$ cat src/rtl/avm_mem_tester.sv
// ---------------------------------------------------------------------------
// avm_mem_tester
//   Avalon-MM traffic generator / checker for memory bring-up. On start it
//   writes a 32-bit Galois LFSR sequence over NUM_WORDS consecutive words from
//   BASE_ADDR, then reads the range back with up to MAX_PEND reads in flight,
//   and compares each returned word against a second LFSR restarted at SEED.
//
// Ports
//   clk_clk, reset_reset_n        clock, asynchronous active-low reset
//   start                         1-cycle pulse, ignored while busy
//   busy / done / pass            run status; pass is meaningful when done
//   error_count                   mismatched words, saturating
//   first_err_addr                byte address of the first mismatch
//   avm_*                         Avalon-MM master (address, read, write,
//                                 writedata, byteenable, readdata,
//                                 readdatavalid, waitrequest)
// ---------------------------------------------------------------------------
module avm_mem_tester #(
   parameter int unsigned        ADDR_W    = 32,
   parameter logic [ADDR_W-1:0]  BASE_ADDR = '0,
   parameter int unsigned        NUM_WORDS = 1024,
   parameter int unsigned        MAX_PEND  = 4,
   parameter logic [31:0]        SEED      = 32'hACE1
) (
   input  logic              clk_clk,
   input  logic              reset_reset_n,
   input  logic              start,
   output logic              busy,
   output logic              done,
   output logic              pass,
   output logic [15:0]       error_count,
   output logic [ADDR_W-1:0] first_err_addr,
   output logic [ADDR_W-1:0] avm_address,
   output logic              avm_read,
   output logic              avm_write,
   output logic [31:0]       avm_writedata,
   output logic [3:0]        avm_byteenable,
   input  logic [31:0]       avm_readdata,
   input  logic              avm_readdatavalid,
   input  logic              avm_waitrequest
);

   localparam int unsigned      CNT_W    = $clog2(NUM_WORDS + 1);
   localparam logic [CNT_W-1:0] LAST_IDX = CNT_W'(NUM_WORDS - 1);
   localparam logic [3:0]       PEND_MAX = 4'(MAX_PEND);
   // An all-zero LFSR state would lock up, so a zero seed is promoted to 1.
   localparam logic [31:0]      SEED_EFF = (SEED == 32'd0) ? 32'd1 : SEED;

   typedef enum logic [2:0] {S_IDLE, S_WRITE, S_READ, S_DRAIN, S_DONE} state_t;

   state_t            r_state;
   state_t            w_state_next;
   logic [CNT_W-1:0]  r_req_cnt;    // words issued in the current phase
   logic [CNT_W-1:0]  r_ret_cnt;    // words returned, gives the checked address
   logic [3:0]        r_pend;       // reads accepted but not yet returned
   logic [31:0]       r_gen_lfsr;
   logic [31:0]       r_chk_lfsr;
   logic [15:0]       r_err_cnt;
   logic [ADDR_W-1:0] r_first_err;

   logic              w_start_ok;
   logic              w_rd_req;
   logic              w_req;
   logic              w_wr_acc;
   logic              w_rd_acc;
   logic              w_last_req;
   logic              w_rdv_ok;
   logic              w_mismatch;
   logic [ADDR_W-1:0] w_req_addr;
   logic [ADDR_W-1:0] w_ret_addr;

   function automatic logic [31:0] f_lfsr_next(input logic [31:0] x);
      return (x >> 1) ^ (x[0] ? 32'h8020_0003 : 32'h0000_0000);
   endfunction

   assign w_start_ok = start && (r_state == S_IDLE || r_state == S_DONE);
   // Pend only grows on an accepted read, so a stalled read stays asserted.
   assign w_rd_req   = (r_state == S_READ) && (r_pend < PEND_MAX);
   assign w_req      = w_rd_req || (r_state == S_WRITE);
   assign w_wr_acc   = (r_state == S_WRITE) && !avm_waitrequest;
   assign w_rd_acc   = w_rd_req && !avm_waitrequest;
   assign w_last_req = (r_req_cnt == LAST_IDX);
   assign w_rdv_ok   = avm_readdatavalid && (r_state == S_READ || r_state == S_DRAIN);
   assign w_mismatch = w_rdv_ok && (avm_readdata != r_chk_lfsr);
   assign w_req_addr = BASE_ADDR + (ADDR_W'(r_req_cnt) << 2);
   assign w_ret_addr = BASE_ADDR + (ADDR_W'(r_ret_cnt) << 2);

   assign busy           = (r_state == S_WRITE) || (r_state == S_READ) || (r_state == S_DRAIN);
   assign done           = (r_state == S_DONE);
   assign pass           = done && (r_err_cnt == 16'd0);
   assign error_count    = r_err_cnt;
   assign first_err_addr = r_first_err;
   assign avm_write      = (r_state == S_WRITE);
   assign avm_read       = w_rd_req;
   // Bus fields are zeroed whenever no request is presented.
   assign avm_address    = w_req ? w_req_addr : '0;
   assign avm_writedata  = (r_state == S_WRITE) ? r_gen_lfsr : 32'd0;
   assign avm_byteenable = w_req ? 4'hF : 4'h0;

   always_ff @(posedge clk_clk or negedge reset_reset_n) begin
      if (!reset_reset_n) r_state <= S_IDLE;
      else                r_state <= w_state_next;
   end

   always_comb begin
      w_state_next = r_state;
      case (r_state)
         S_IDLE, S_DONE: if (start)                    w_state_next = S_WRITE;
         S_WRITE:        if (w_wr_acc && w_last_req)   w_state_next = S_READ;
         S_READ:         if (w_rd_acc && w_last_req)   w_state_next = S_DRAIN;
         S_DRAIN:        if (r_pend == 4'd0)           w_state_next = S_DONE;
         default:                                      w_state_next = S_IDLE;
      endcase
   end

   always_ff @(posedge clk_clk or negedge reset_reset_n) begin
      if (!reset_reset_n) begin
         r_req_cnt   <= '0;
         r_ret_cnt   <= '0;
         r_pend      <= 4'd0;
         r_gen_lfsr  <= SEED_EFF;
         r_chk_lfsr  <= SEED_EFF;
         r_err_cnt   <= 16'd0;
         r_first_err <= '0;
      end else begin
         if (w_start_ok) begin
            r_req_cnt   <= '0;
            r_ret_cnt   <= '0;
            r_pend      <= 4'd0;
            r_gen_lfsr  <= SEED_EFF;
            r_err_cnt   <= 16'd0;
            r_first_err <= '0;
         end

         if (w_wr_acc) begin
            r_gen_lfsr <= f_lfsr_next(r_gen_lfsr);
            if (w_last_req) begin
               // Read phase restarts the address count and the expected sequence.
               r_req_cnt  <= '0;
               r_ret_cnt  <= '0;
               r_chk_lfsr <= SEED_EFF;
            end else begin
               r_req_cnt <= r_req_cnt + 1'b1;
            end
         end

         if (w_rd_acc)
            r_req_cnt <= r_req_cnt + 1'b1;

         // Simultaneous issue and return leave pend unchanged.
         if (w_rd_acc && !(w_rdv_ok && r_pend != 4'd0))
            r_pend <= r_pend + 4'd1;
         else if (!w_rd_acc && w_rdv_ok && r_pend != 4'd0)
            r_pend <= r_pend - 4'd1;

         if (w_rdv_ok) begin
            r_chk_lfsr <= f_lfsr_next(r_chk_lfsr);
            r_ret_cnt  <= r_ret_cnt + 1'b1;
            if (w_mismatch) begin
               if (r_err_cnt != 16'hFFFF) r_err_cnt <= r_err_cnt + 16'd1;
               if (r_err_cnt == 16'd0)    r_first_err <= w_ret_addr;
            end
         end
      end
   end

endmodule

$ cat config.mk
export PLATFORM = sky130hd
export DESIGN_NAME = avm_mem_tester
export DESIGN_NICKNAME = d
export VERILOG_FILES = /design/src/rtl/avm_mem_tester.sv
export SDC_FILE = /design/constraint.sdc
export NUM_CORES = 1
export LEC_CHECK = 0
export BUFFER_PORTS_ARGS = -buffer_cell sky130_fd_sc_hd__buf_2
export CORE_MARGIN = 3
export CORE_UTILIZATION = 40
export CTS_CLUSTER_SIZE = 40
export DETAILED_ROUTE_END_ITERATION = 8
export HOLD_SLACK_MARGIN = 0.06
export PLACE_DENSITY = 0.71
export SETUP_SLACK_MARGIN = 0.2
export SYNTH_ARGS = -nofsm -noshare
export SYNTH_HDL_FRONTEND = slang
export SYNTH_SLANG_ARGS = --single-unit
$ cat constraint.sdc
create_clock -name clk_clk -period 1.8 [get_ports clk_clk]
set_input_delay 0.09 -clock clk_clk [delete_from_list [all_inputs] [get_ports clk_clk]]
set_output_delay 0.09 -clock clk_clk [all_outputs]
set_load 0.03 [all_outputs]
Word-level counts from Yosys, hierarchy flattened
Index checks and enable logic that the tools add are counted.

Register bits after elaboration: 141. Bits of input ports: 37. Output and inout port bits: 121. Word-level logic and storage cells: 94.

$add $sub $neg: 5. Magnitude comparators: 1. Equality and inequality tests: 11. Multiplexer cells: 34. Bitwise gates (word level): 2. Reduce and logical (&&, ||, !) cells: 33.

Operator list (count): $mux W32 (12); $mux W11 (8); $mux W16 (4); $xor A31 B32 Y32 (2); $ne A32 B32 Y1 (1); $add A11 B1 Y11 const B (2); $add A16 B1 Y16 const B (1); $logic_not A16 Y1 (1); $mux W4 (4); $ne A16 B16 Y1 const B (1); $logic_and A1 B1 Y1 (13); $mux W13 (1); $mux W3 (4); $pmux W3 S4 (1); $eq A11 B10 Y1 const B (1); $eq A3 B2 Y1 const B (2); $ne A2 B1 Y1 const B (3); $reduce_bool A2 Y1 (3); $reduce_bool A3 Y1 (2); $logic_or A1 B1 Y1 (5); $add A4 B1 Y4 const B (1); $logic_not A4 Y1 (1); $lt A4 B3 Y1 const B (1); $reduce_and A4 Y1 (1); 9 further kinds (11).

Longest topological paths before layout
Gate-level depths: netlist (run 1).

Word-level depth: 8. Mapped depth: 8. Depth with buffers taken out: 8.

Worst setup path before layout (run 1)
Ideal clock, no wire load.

Path kind: register to register. Start point: register r_err_cnt[0] (netlist: error_count[0]). End point: register r_err_cnt[15] (netlist: error_count[15]). Setup time: 0.126 ns. Arrival time: 2.005 ns. Data required time: 1.674 ns. Setup slack: -0.331 ns. Stages on the path, launching flop included: 8. Path buffers: 0. Clock period less this slack: 2.131 ns. Cells stage by stage: dfrtp_1 ha_1 nand4_2 nor3_2 nand3_2 inv_4 nor2_4 a221o_1.

Longest elaborated chain between the ends: 4. Elaborated cells on any way between the ends: 5. Those cells by class: add/sub (1); eq/ne (1); mux (3).

RTL lines: start: declaration (line 58) `logic [15:0] r_err_cnt;`; start signal: assignment (line 160) `if (r_err_cnt != 16'hFFFF) r_err_cnt <= r_err_cnt + 16'd1;`; $add A16 B1 Y16 or $ne A16 B16 Y1 (tied branches) (line 160); $mux W16 * (line 160); $mux W16 * (line 159) `if (w_mismatch) begin`; $mux W16 * (line 156) `if (w_rdv_ok) begin`.

Every way passes the cells marked *; elsewhere a longest branch is shown, timed or not. A chain may end at the register's enable or synchronous reset.

Worst setup path in the final report (run 1)
Start point: register r_pend[2]. End point: output avm_address[2].

Longest elaborated chain between the ends: 4.

RTL lines: start: declaration (line 55) `logic [3:0] r_pend;`; start signal: assignment (line 152) `r_pend <= r_pend + 4'd1;`; start signal: assignment (line 154) `r_pend <= r_pend - 4'd1;`; $lt A4 B3 Y1 (line 78) `assign w_rd_req = (r_state == S_READ) && (r_pend < PEND_MAX);`; $logic_and A1 B1 Y1 (line 78); $logic_or A1 B1 Y1 (line 79) `assign w_req = w_rd_req || (r_state == S_WRITE);`; $mux W13 (line 96) `assign avm_address = w_req ? w_req_addr : '0;`; end: declaration (line 33) `output logic [ADDR_W-1:0] avm_address,`.

Every way passes these cells.

==> results of run 1 <==
==> how the worst min path moves through the flow <==
| stage | from | to | slack, ns |
|---|---|---|---|
| 5_1_grt | start | r_state[2] | 0.15 |
| 4_1_cts | start | r_state[0] | 0.13 |
| 2_1_floorplan | reset_reset_n | error_count[0] | -0.21 |
| 6_report | start | r_state[2] | 0.14 |
| 3_3_place_gp | reset_reset_n | error_count[3] | 0.04 |
| 3_5_place_dp | reset_reset_n | first_err_addr[11] | 0.04 |
==> what timing repair did <==
action,4_1_cts,5_1_grt
gates cloned,3,11
hold endpoints to repair,127,0
hold buffers,2,0
endpoints found under the setup margin,156,193
resized for setup,149,146
pin swaps,48,42
buffers inserted,19,18
==> layer usage <==
metal / wire length, um / track usage, %
met3: 923 / 4.35
met2: 10400 / 31.7
met4: 378 / 5.43
met5: 0 / 0
met1: 9320 / 28.0
==> worst min-delay path, delay by kind of cell <==
kind	cells	cell delay, ns
AOI/OAI and AO/OA	1	0.11
muxes	1	0.20
buffers and inverters	1	0.13
==> sequential cells by signal (all words and copies together), names as in the netlist <==
register        cells
r_state             3
r_req_cnt          11
r_chk_lfsr         32
first_err_addr     32
r_gen_lfsr         32
error_count        16
r_ret_cnt          11
r_pend              4
==> where the power goes <==
part	leakage, nW	switching [mW]	internal, mW
registers	1.82	0.331	3.58
logic	3.08	2.07	1.98
clock network	0.309	1.45	2.39
==> through the flow <==
| step | power [mW] | hold slack (ns) | TNS (ns) | util (%) | area (um^2) |
|---|---|---|---|---|---|
| global placement | 7.09 | 0.0366 | -7.26 | 52.3 | 8800 |
| global route | 12.4 | 0.146 | -30.00 | 65.1 | 11000 |
| CTS | 11.6 | 0.133 | -19.63 | 60.3 | 10100 |
| floorplan | 6.01 | -0.206 | -1.18 | - | 7310 |
| finish | 11.8 | 0.143 | -21.63 | 65.1 | 11000 |
| detailed placement | 7.13 | 0.0368 | -9.80 | 52.3 | 8800 |
==> kinds of logic after synthesis <==
logic type      share of synthesized area [%]
xor+xnor                                 5.28
simple gates                             19.8
buf+inv                                  5.46
compound gates                           16.7
fa+ha+maj                                1.08
other cells                            0.0538
mux                                     0.629
flops                                    50.9
==> cells in the mapped netlist (3+ instances only) <==
library cell	instances	share of area, %
a211oi_1	5	0.54
buf_2	5	0.36
and3_1	10	0.90
dfrtp_1	125	45
buf_4	27	2.9
a31oi_1	5	0.45
o21ai_0	46	3.3
o22a_1	14	1.8
nor2b_1	3	0.27
and2_1	67	6.0
ha_1	6	1.1
a21o_1	6	0.65
xnor2_1	37	4.7
o31ai_1	6	0.65
or3_1	3	0.27
dfstp_2	16	6.0
mux2_2	3	0.48
or2_2	3	0.27
a22o_2	3	0.43
nor4b_1	3	0.38
clkbuf_1	18	0.97
nand4_1	17	1.5
inv_1	9	0.48
xor2_1	5	0.63
clkbuf_2	3	0.22
nor2_1	35	1.9
nand3_1	16	1.1
a22o_1	47	5.9
nor3_1	6	0.43
nor4_1	3	0.27
a21oi_1	12	0.86
nand2_1	63	3.4
==> layout by cell type, fill, tap and decap left out, types with 14 or more instances in the layout <==
cell       count
dfrtp_1      111
conb_1        21
dfrtp_2       14
a22o_1        47
nand3_1       14
nand2_1       59
buf_2         84
nor2_1        27
buf_4        110
xnor2_1       36
dfstp_2       16
nand4_1       17
o22a_1        14
and2_4        64
o21ai_1       28
buf_6         81
clkbuf_16     24
==> cell type report <==
cell class	count	area (um^2)
flip-flops and latches	141	3570
fillers	1257	5870
clock buffers	18	439
repair buffers	299	2630
inverters	10	40.0
multi-input cells	483	3790
clock inverters	14	205
well taps	220	275
==> impl_metrics.env, run 1 <==
export IMPL_dp_hpwl_um=12500
export IMPL_arrival_ns=2.01
export IMPL_synthCells=670
export IMPL_ios=158
export IMPL_clock_sinks=141
export IMPL_numCtsBuffers=17
export IMPL_p_leak_nw=5.21
export IMPL_routed_via_density=5.33
export IMPL_rows=47
export IMPL_area_growth_pct=57.2
export IMPL_gr_total_overflow=0
export IMPL_yosysSeqAreaShare_pct=50.9
export IMPL_final_cells=1185
export IMPL_cap_viol_max_count=0
export IMPL_vias=6312
export IMPL_holdPathStages=3
export IMPL_synth_cell_types=67
export IMPL_vdd_drop_max_mv=0.836
export IMPL_antenna_found_initial=0
export IMPL_initial_core_util_pct=41.4
export IMPL_die_area_mm2=0.0190
export IMPL_die_y_um=138
export IMPL_initialDrtViolationCount=399
export IMPL_cp_slowest_cell="or4b_4"
export IMPL_cp_depth=5
export IMPL_hold_viol_final=0
export IMPL_h_tree_depth=4
export IMPL_async_flop_share_pct=100
export IMPL_first_pass_iters=7
export IMPL_avgSynthCellArea_um2=10.4
export IMPL_critPathLaunchType="flip-flop"
export IMPL_grt_usage_pct=20.0
export IMPL_cp_top_family="simple AND/OR/NAND/NOR gates"
export IMPL_endpoint="avm_address[2]"
export IMPL_clk_pin_slew_worst_paths_ns=0.06
export IMPL_clock_tree_buffer_depth=2
export IMPL_period_needed_ns=2.10
export IMPL_drt_antenna_violating_nets=0
export IMPL_crit_path_max_fanout=15
export IMPL_ys_ff_latch=141
export IMPL_cts_root_buf="clkbuf_16"
export IMPL_diodes=0
export IMPL_min_path_type="input pin to flip-flop"
export IMPL_final_nets=995
export IMPL_dp_worst_setup_slack_ns=-0.230
export IMPL_finalWirelength_um=21000
export IMPL_critPathLaunch="r_pend[2]"
export IMPL_fin_skew_ns=0.00767
export IMPL_powerDensity_mw_per_mm2=1080
export IMPL_io_buffer_count=136
export IMPL_post_place_cells=1100
export IMPL_required_ns=1.71
export IMPL_period_share_pct=117
export IMPL_reg2reg_from="error_count[1]"
export IMPL_endpoint_kind="output pin"
export IMPL_place_congestion=0.849
export IMPL_ys_warn_count=0
export IMPL_reg2reg_setup_slack_ns=-0.29
export IMPL_grt_max_degree=54
export IMPL_synthFlopType="dfrtp_1"
export IMPL_netlist_area_mm2=0.00697
export IMPL_fin_ws_ns=-0.298
export IMPL_cts_tree="built"
export IMPL_path_cells="or4b_4, a21oi_4, buf_12, and2_4, buf_6"
export IMPL_drc=0
export IMPL_grt_pass1_vias=5897
export IMPL_setup_viol=111
export IMPL_slowest_delay_ns=0.58
export IMPL_status="finished with violations"
export IMPL_fp_dieW_um=138
export IMPL_insertion_delay_ns=0.42
export IMPL_reg2reg_depth=9
export IMPL_crit_type="flip-flop to output pin"
export IMPL_synth_edff_count=0
export IMPL_violations="setup timing"
export IMPL_post_drt_wl_per_cell_um=17.8
export IMPL_grt_pass1_wl_um=30100
export IMPL_r2r_end="first_err_addr[25]"
export IMPL_slew_viol_final=0
export IMPL_rsz0062_at_grt="yes"
export IMPL_drive_gt1_share_pct=53.3
export IMPL_fmax_ghz=0.477
export IMPL_critPathBufInv=2
export IMPL_coreArea_mm2=0.0168
(Power assumes the default switching activity.)
==> run 2, diff against run 1 <==
--- a/config.mk
+++ b/config.mk
@@ -5,13 +5,16 @@
 export SDC_FILE = /design/constraint.sdc
 export NUM_CORES = 1
 export LEC_CHECK = 0
+export ABC_AREA = 1
 export BUFFER_PORTS_ARGS = -buffer_cell sky130_fd_sc_hd__buf_2
+export CELL_PAD_IN_SITES_DETAIL_PLACEMENT = 0
+export CELL_PAD_IN_SITES_GLOBAL_PLACEMENT = 2
 export CORE_MARGIN = 3
-export CORE_UTILIZATION = 40
+export CORE_UTILIZATION = 28
 export CTS_CLUSTER_SIZE = 40
 export DETAILED_ROUTE_END_ITERATION = 8
 export HOLD_SLACK_MARGIN = 0.06
-export PLACE_DENSITY = 0.71
+export PLACE_DENSITY = 0.83
 export SETUP_SLACK_MARGIN = 0.2
 export SYNTH_ARGS = -nofsm -noshare
 export SYNTH_HDL_FRONTEND = slang
==> impl_metrics.env, run 2 <==
export IMPL_initialDrtViolationCount=340
export IMPL_grt_max_degree=48
export IMPL_synth_edff_count=0
export IMPL_setup_viol=101
export IMPL_antenna_found_initial=0
export IMPL_powerDensity_mw_per_mm2=1450
export IMPL_required_ns=1.71
export IMPL_drive_gt1_share_pct=37.4
export IMPL_path_cells="inv_2, nor3_4, inv_4, buf_16, nor2_4, buf_6"
export IMPL_endpoint_kind="output pin"
export IMPL_synthFlopType="dfrtp_1"
export IMPL_coreArea_mm2=0.0280
export IMPL_die_area_mm2=0.0307
export IMPL_fmax_ghz=0.531
export IMPL_post_drt_wl_per_cell_um=14.4
export IMPL_reg2reg_setup_slack_ns=-0.04
export IMPL_cts_tree="built"
export IMPL_h_tree_depth=4
export IMPL_yosysSeqAreaShare_pct=44.3
export IMPL_cts_root_buf="clkbuf_16"
export IMPL_async_flop_share_pct=100
export IMPL_dp_hpwl_um=15300
export IMPL_rsz0062_at_grt="yes"
export IMPL_synth_top_area_share_pct=39.1
export IMPL_ys_ff_latch=141
export IMPL_fp_dieW_um=175
export IMPL_min_path_type="input pin to flip-flop"
export IMPL_min_delay_start="avm_waitrequest"
export IMPL_clk_pin_slew_worst_paths_ns=0.07
export IMPL_die_y_um=175
export IMPL_initial_core_util_pct=28.6
export IMPL_whs_endpoint="r_req_cnt[10]"
export IMPL_arrival_ns=1.79
export IMPL_final_cell_mix="nand2_1 (220), inv_1 (151), dfrtp_1 (118)"
export IMPL_rows=61
export IMPL_insertion_delay_ns=0.42
export IMPL_fin_util_pct=43.5
export IMPL_synthTopCellsByCount="nand2_1 (288), inv_1 (158), nor2_1 (129)"
export IMPL_timing_hold_ws_ns=0.132
export IMPL_violations="setup timing"
export IMPL_finalWirelength_um=24400
export IMPL_ios=158
export IMPL_status="finished with violations"
export IMPL_final_nets=1346
export IMPL_synthCells=1078
export IMPL_drc=0
export IMPL_holdPathStages=4
export IMPL_slew_viol_final=0
export IMPL_ys_warn_count=0
export IMPL_synth_area_leaders="dfrtp_1 (39%), nand2_1 (14%), inv_1 (7.4%)"
export IMPL_final_common_cell="nand2_1"
export IMPL_synth_top_cell_by_area="dfrtp_1"
export IMPL_period_needed_ns=1.88
export IMPL_fin_skew_ns=0.0121
export IMPL_routed_via_density=4.48
export IMPL_area_growth_pct=52.2
export IMPL_cp_slowest_cell="dfrtp_1"
export IMPL_r2r_end="r_chk_lfsr[20]"
export IMPL_slowest_delay_ns=0.44
export IMPL_setup_tns_ns=-3.56
export IMPL_reg2reg_from="r_state[0]"
export IMPL_crit_path_max_fanout=16
export IMPL_gr_total_overflow=0
export IMPL_dpl_cell_area_mm2=0.00977
export IMPL_grt_pass1_wl_um=39500
export IMPL_place_congestion=0.813
export IMPL_grt_usage_pct=15.9
export IMPL_avgSynthCellArea_um2=7.43
export IMPL_netlist_area_mm2=0.00801
export IMPL_diodes=0
export IMPL_grt_pass1_vias=7533
export IMPL_period_share_pct=105
export IMPL_clock_tree_buffer_depth=2
export IMPL_critPathLaunchType="flip-flop"
export IMPL_cap_viol_max_count=0
export IMPL_p_leak_nw=6.01
export IMPL_clock_sinks=141
export IMPL_crit_type="flip-flop to output pin"
export IMPL_yosysMostFrequentCell="nand2_1"
export IMPL_vdd_drop_max_mv=0.700
export IMPL_synth_cell_types=43
export IMPL_drt_antenna_violating_nets=0
export IMPL_first_pass_iters=4
export IMPL_numCtsBuffers=17
export IMPL_vias=7581
export IMPL_reg2reg_depth=9
export IMPL_io_buffer_count=136
export IMPL_design_area_mm2=0.0122
export IMPL_power_total_mw=17.6
export IMPL_fin_ws_ns=-0.0845
export IMPL_hold_viol_final=0
run 2: worst max path at each step:
stage / start / to / slack, ns / cells past startpoint
global route: r_state[0] / avm_writedata[23] / -0.16 / 6
floorplan: r_state[0] / r_chk_lfsr[1] / 0.08 / 8
finish: r_state[0] / avm_writedata[7] / -0.08 / 6
global placement: r_chk_lfsr[16] / first_err_addr[27] / 0.04 / 10
CTS: r_chk_lfsr[15] / first_err_addr[28] / -0.06 / 12
detailed placement: r_chk_lfsr[18] / first_err_addr[28] / 0.02 / 12
run 2: timing repair:
action	CTS	global route
pin swaps	25	31
endpoints found under the hold margin	129	0
buffers inserted	30	7
endpoints found under the setup margin	161	192
hold buffers	2	0
resized for setup	234	66
cloned	16	1
run 2: cell type report:
type,count,area [um^2]
clock buffers,18,439
clock inverters,14,155
fillers,2767,15800
inverters,165,651
multi-input cells,726,4410
flip-flops and latches,141,3560
well taps,378,473
repair buffers,251,2480
repair inverters,1,8.76
run 2: power by group:
part           switching [mW]  internal, mW
clock network            1.52          2.10
registers               0.556          4.10
logic                    5.45          3.90
total                    7.52          10.1
run 2: per-layer routing:
layer / global-route usage, % / up-vias / share of wire, %
met3: 2.85 / 20 / 3.5
li1: - / 3804 / -
met4: 4.39 / 0 / 1.3
met1: 22.0 / 3613 / 48
met5: 0 / - / 0
met2: 25.5 / 144 / 47
run 2: cell families after synthesis:
kind of cell	count (synthesis)	share of synthesized area [%]
XOR/XNOR	39	4.27
buffers and inverters	232	12.9
flip-flops	141	44.3
AND/OR/NAND/NOR	541	28.5
other	1	0.0468
AO/OA/AOI/OAI	118	9.05
adder cells (fa/ha/maj)	6	0.938
run 2: per-stage QoR:
stage,instances,setup slack [ns]
2_1_floorplan,1098,0.0791
5_1_grt,1694,-0.164
4_1_cts,1686,-0.0588
6_report,1694,-0.0845
3_3_place_gp,1606,0.0440
3_5_place_dp,1606,0.0244
run 2: worst max-delay path, delay by kind of cell (launching register included):
kind | cells | cell delay, ns
buffers and inverters | 4 | 0.59
flip-flops | 1 | 0.44
AND/OR/NAND/NOR | 2 | 0.34
==> run 3, diff against run 2 <==
--- a/config.mk
+++ b/config.mk
@@ -16,6 +16,7 @@
 export HOLD_SLACK_MARGIN = 0.06
 export PLACE_DENSITY = 0.83
 export SETUP_SLACK_MARGIN = 0.2
+export SKIP_LAST_GASP = 1
 export SYNTH_ARGS = -nofsm -noshare
 export SYNTH_HDL_FRONTEND = slang
 export SYNTH_SLANG_ARGS = --single-unit
==> impl_metrics.env, run 3 (same netlist as run 2, synthesis figures left out) <==
export IMPL_design_area_mm2=0.0121
export IMPL_endpoint_kind="output pin"
export IMPL_ios=158
export IMPL_initial_core_util_pct=28.6
export IMPL_final_cell_mix="nand2_1 (219), inv_1 (152), dfrtp_1 (118)"
export IMPL_fp_dieW_um=175
export IMPL_grt_use_met1_pct=21.9
export IMPL_grt_util_met3_pct=2.85
export IMPL_routed_via_density=4.48
export IMPL_drt_antenna_violating_nets=0
export IMPL_post_drt_wl_per_cell_um=14.4
export IMPL_io_buffer_count=136
export IMPL_min_path_type="input pin to flip-flop"
export IMPL_period_needed_ns=1.84
export IMPL_cts_tree="built"
export IMPL_arrival_ns=1.75
export IMPL_die_area_mm2=0.0307
export IMPL_die_y_um=175
export IMPL_clock_tree_buffer_depth=2
export IMPL_required_ns=1.71
export IMPL_crit_type="flip-flop to output pin"
export IMPL_cts_root_buf="clkbuf_16"
export IMPL_dp_hpwl_um=15300
export IMPL_numCtsBuffers=17
export IMPL_grt_pass1_vias=7558
export IMPL_fmax_ghz=0.542
export IMPL_grt_use_met2_pct=25.6
export IMPL_status="finished with violations"
export IMPL_grt_pass1_wl_um=39500
export IMPL_cap_viol_max_count=0
export IMPL_diodes=0
export IMPL_initialDrtViolationCount=330
export IMPL_critPathLaunchType="flip-flop"
export IMPL_powerDensity_mw_per_mm2=1450
export IMPL_h_tree_depth=4
export IMPL_grt_busiest_layer="met2"
export IMPL_fin_ws_ns=-0.0449
export IMPL_vdd_drop_max_mv=0.697
export IMPL_clock_sinks=141
export IMPL_rsz0062_at_grt="yes"
export IMPL_slew_viol_final=0
export IMPL_drc=0
export IMPL_clk_pin_slew_worst_paths_ns=0.07
export IMPL_coreArea_mm2=0.0280
export IMPL_hold_viol_final=0
export IMPL_dpl_cell_area_mm2=0.00977
export IMPL_final_common_cell="nand2_1"
export IMPL_finalWirelength_um=24400
export IMPL_crit_path_max_fanout=16
export IMPL_power_total_mw=17.5
export IMPL_period_share_pct=102
export IMPL_vias=7597
export IMPL_fin_skew_ns=0.0130
export IMPL_first_pass_iters=5
export IMPL_p_leak_nw=5.99
export IMPL_insertion_delay_ns=0.43
export IMPL_rows=61
export IMPL_place_congestion=0.813
export IMPL_final_nets=1346
export IMPL_gr_total_overflow=0
export IMPL_area_growth_pct=51.4
export IMPL_fin_util_pct=43.3
export IMPL_setup_viol=60
export IMPL_violations="setup timing"
export IMPL_antenna_found_initial=0
export IMPL_drive_gt1_share_pct=37.3
export IMPL_grt_usage_pct=15.9
export IMPL_grt_max_degree=48
export IMPL_timing_hold_ws_ns=0.131
## run 3: what timing repair did
item / CTS / global route
endpoints found under the hold margin: 129 / 0
pin swaps: 22 / 33
endpoints found under the setup margin: 161 / 193
gates cloned: 16 / 1
hold buffers: 2 / 0
gates resized for setup: 208 / 75
setup buffers: 30 / 7
## run 3: metrics by stage
stage / cells / setup WS [ns] / TNS (ns)
after floorplan: 1098 / 0.0791 / 0
after global placement: 1606 / 0.0440 / 0
after detailed placement: 1606 / 0.0244 / 0
after CTS: 1686 / -0.0624 / -3.00
after global routing: 1694 / -0.150 / -11.38
final: 1694 / -0.0449 / -1.33
## run 3: report_power, final
group / switching [mW] / total, mW / internal (mW)
combinational: 5.42 / 9.26 / 3.84
clock: 1.52 / 3.62 / 2.10
sequential: 0.550 / 4.65 / 4.10
## run 3: area by class of cell
cell class                 count  area (um^2)
fill                        2771        15900
multi-input combinational    726         4410
sequential                   141         3560
timing repair buffer         251         2420
inverter                     165          653
tap                          378          473
clock buffer                  18          439
clock inverter                14          155
timing repair inverter         1         8.76
## run 3: worst paths after layout
check	from	end	slack [ns]	depth (start not counted)
max reg2reg	r_chk_lfsr[7]	error_count[3]	-0.04	12
min in group asynchronous	reset_reset_n	r_chk_lfsr[28]	0.16	2
max in group asynchronous	reset_reset_n	r_gen_lfsr[5]	0.93	3
min	avm_waitrequest	r_req_cnt[10]	0.13	4
max	r_state[2]	avm_writedata[25]	-0.04	6
min reg2reg	r_chk_lfsr[15]	r_chk_lfsr[15]	0.50	2
## run 3: layer usage
| metal | wire (um) | vias to the layer above | part of all wire, % |
|---|---|---|---|
| met5 | 0 | - | 0 |
| met4 | 308 | 0 | 1.3 |
| met3 | 946 | 20 | 3.9 |
| met2 | 11500 | 156 | 47 |
| met1 | 11700 | 3612 | 48 |
| li1 | - | 3809 | - |
## run 3: critical path, cell delays in order, from the launching register on
cell,delay (ns)
dfrtp_1,0.39
buf_6,0.12
nor3_4,0.22
inv_4,0.13
buf_16,0.20
nor2_4,0.08
buf_4,0.16
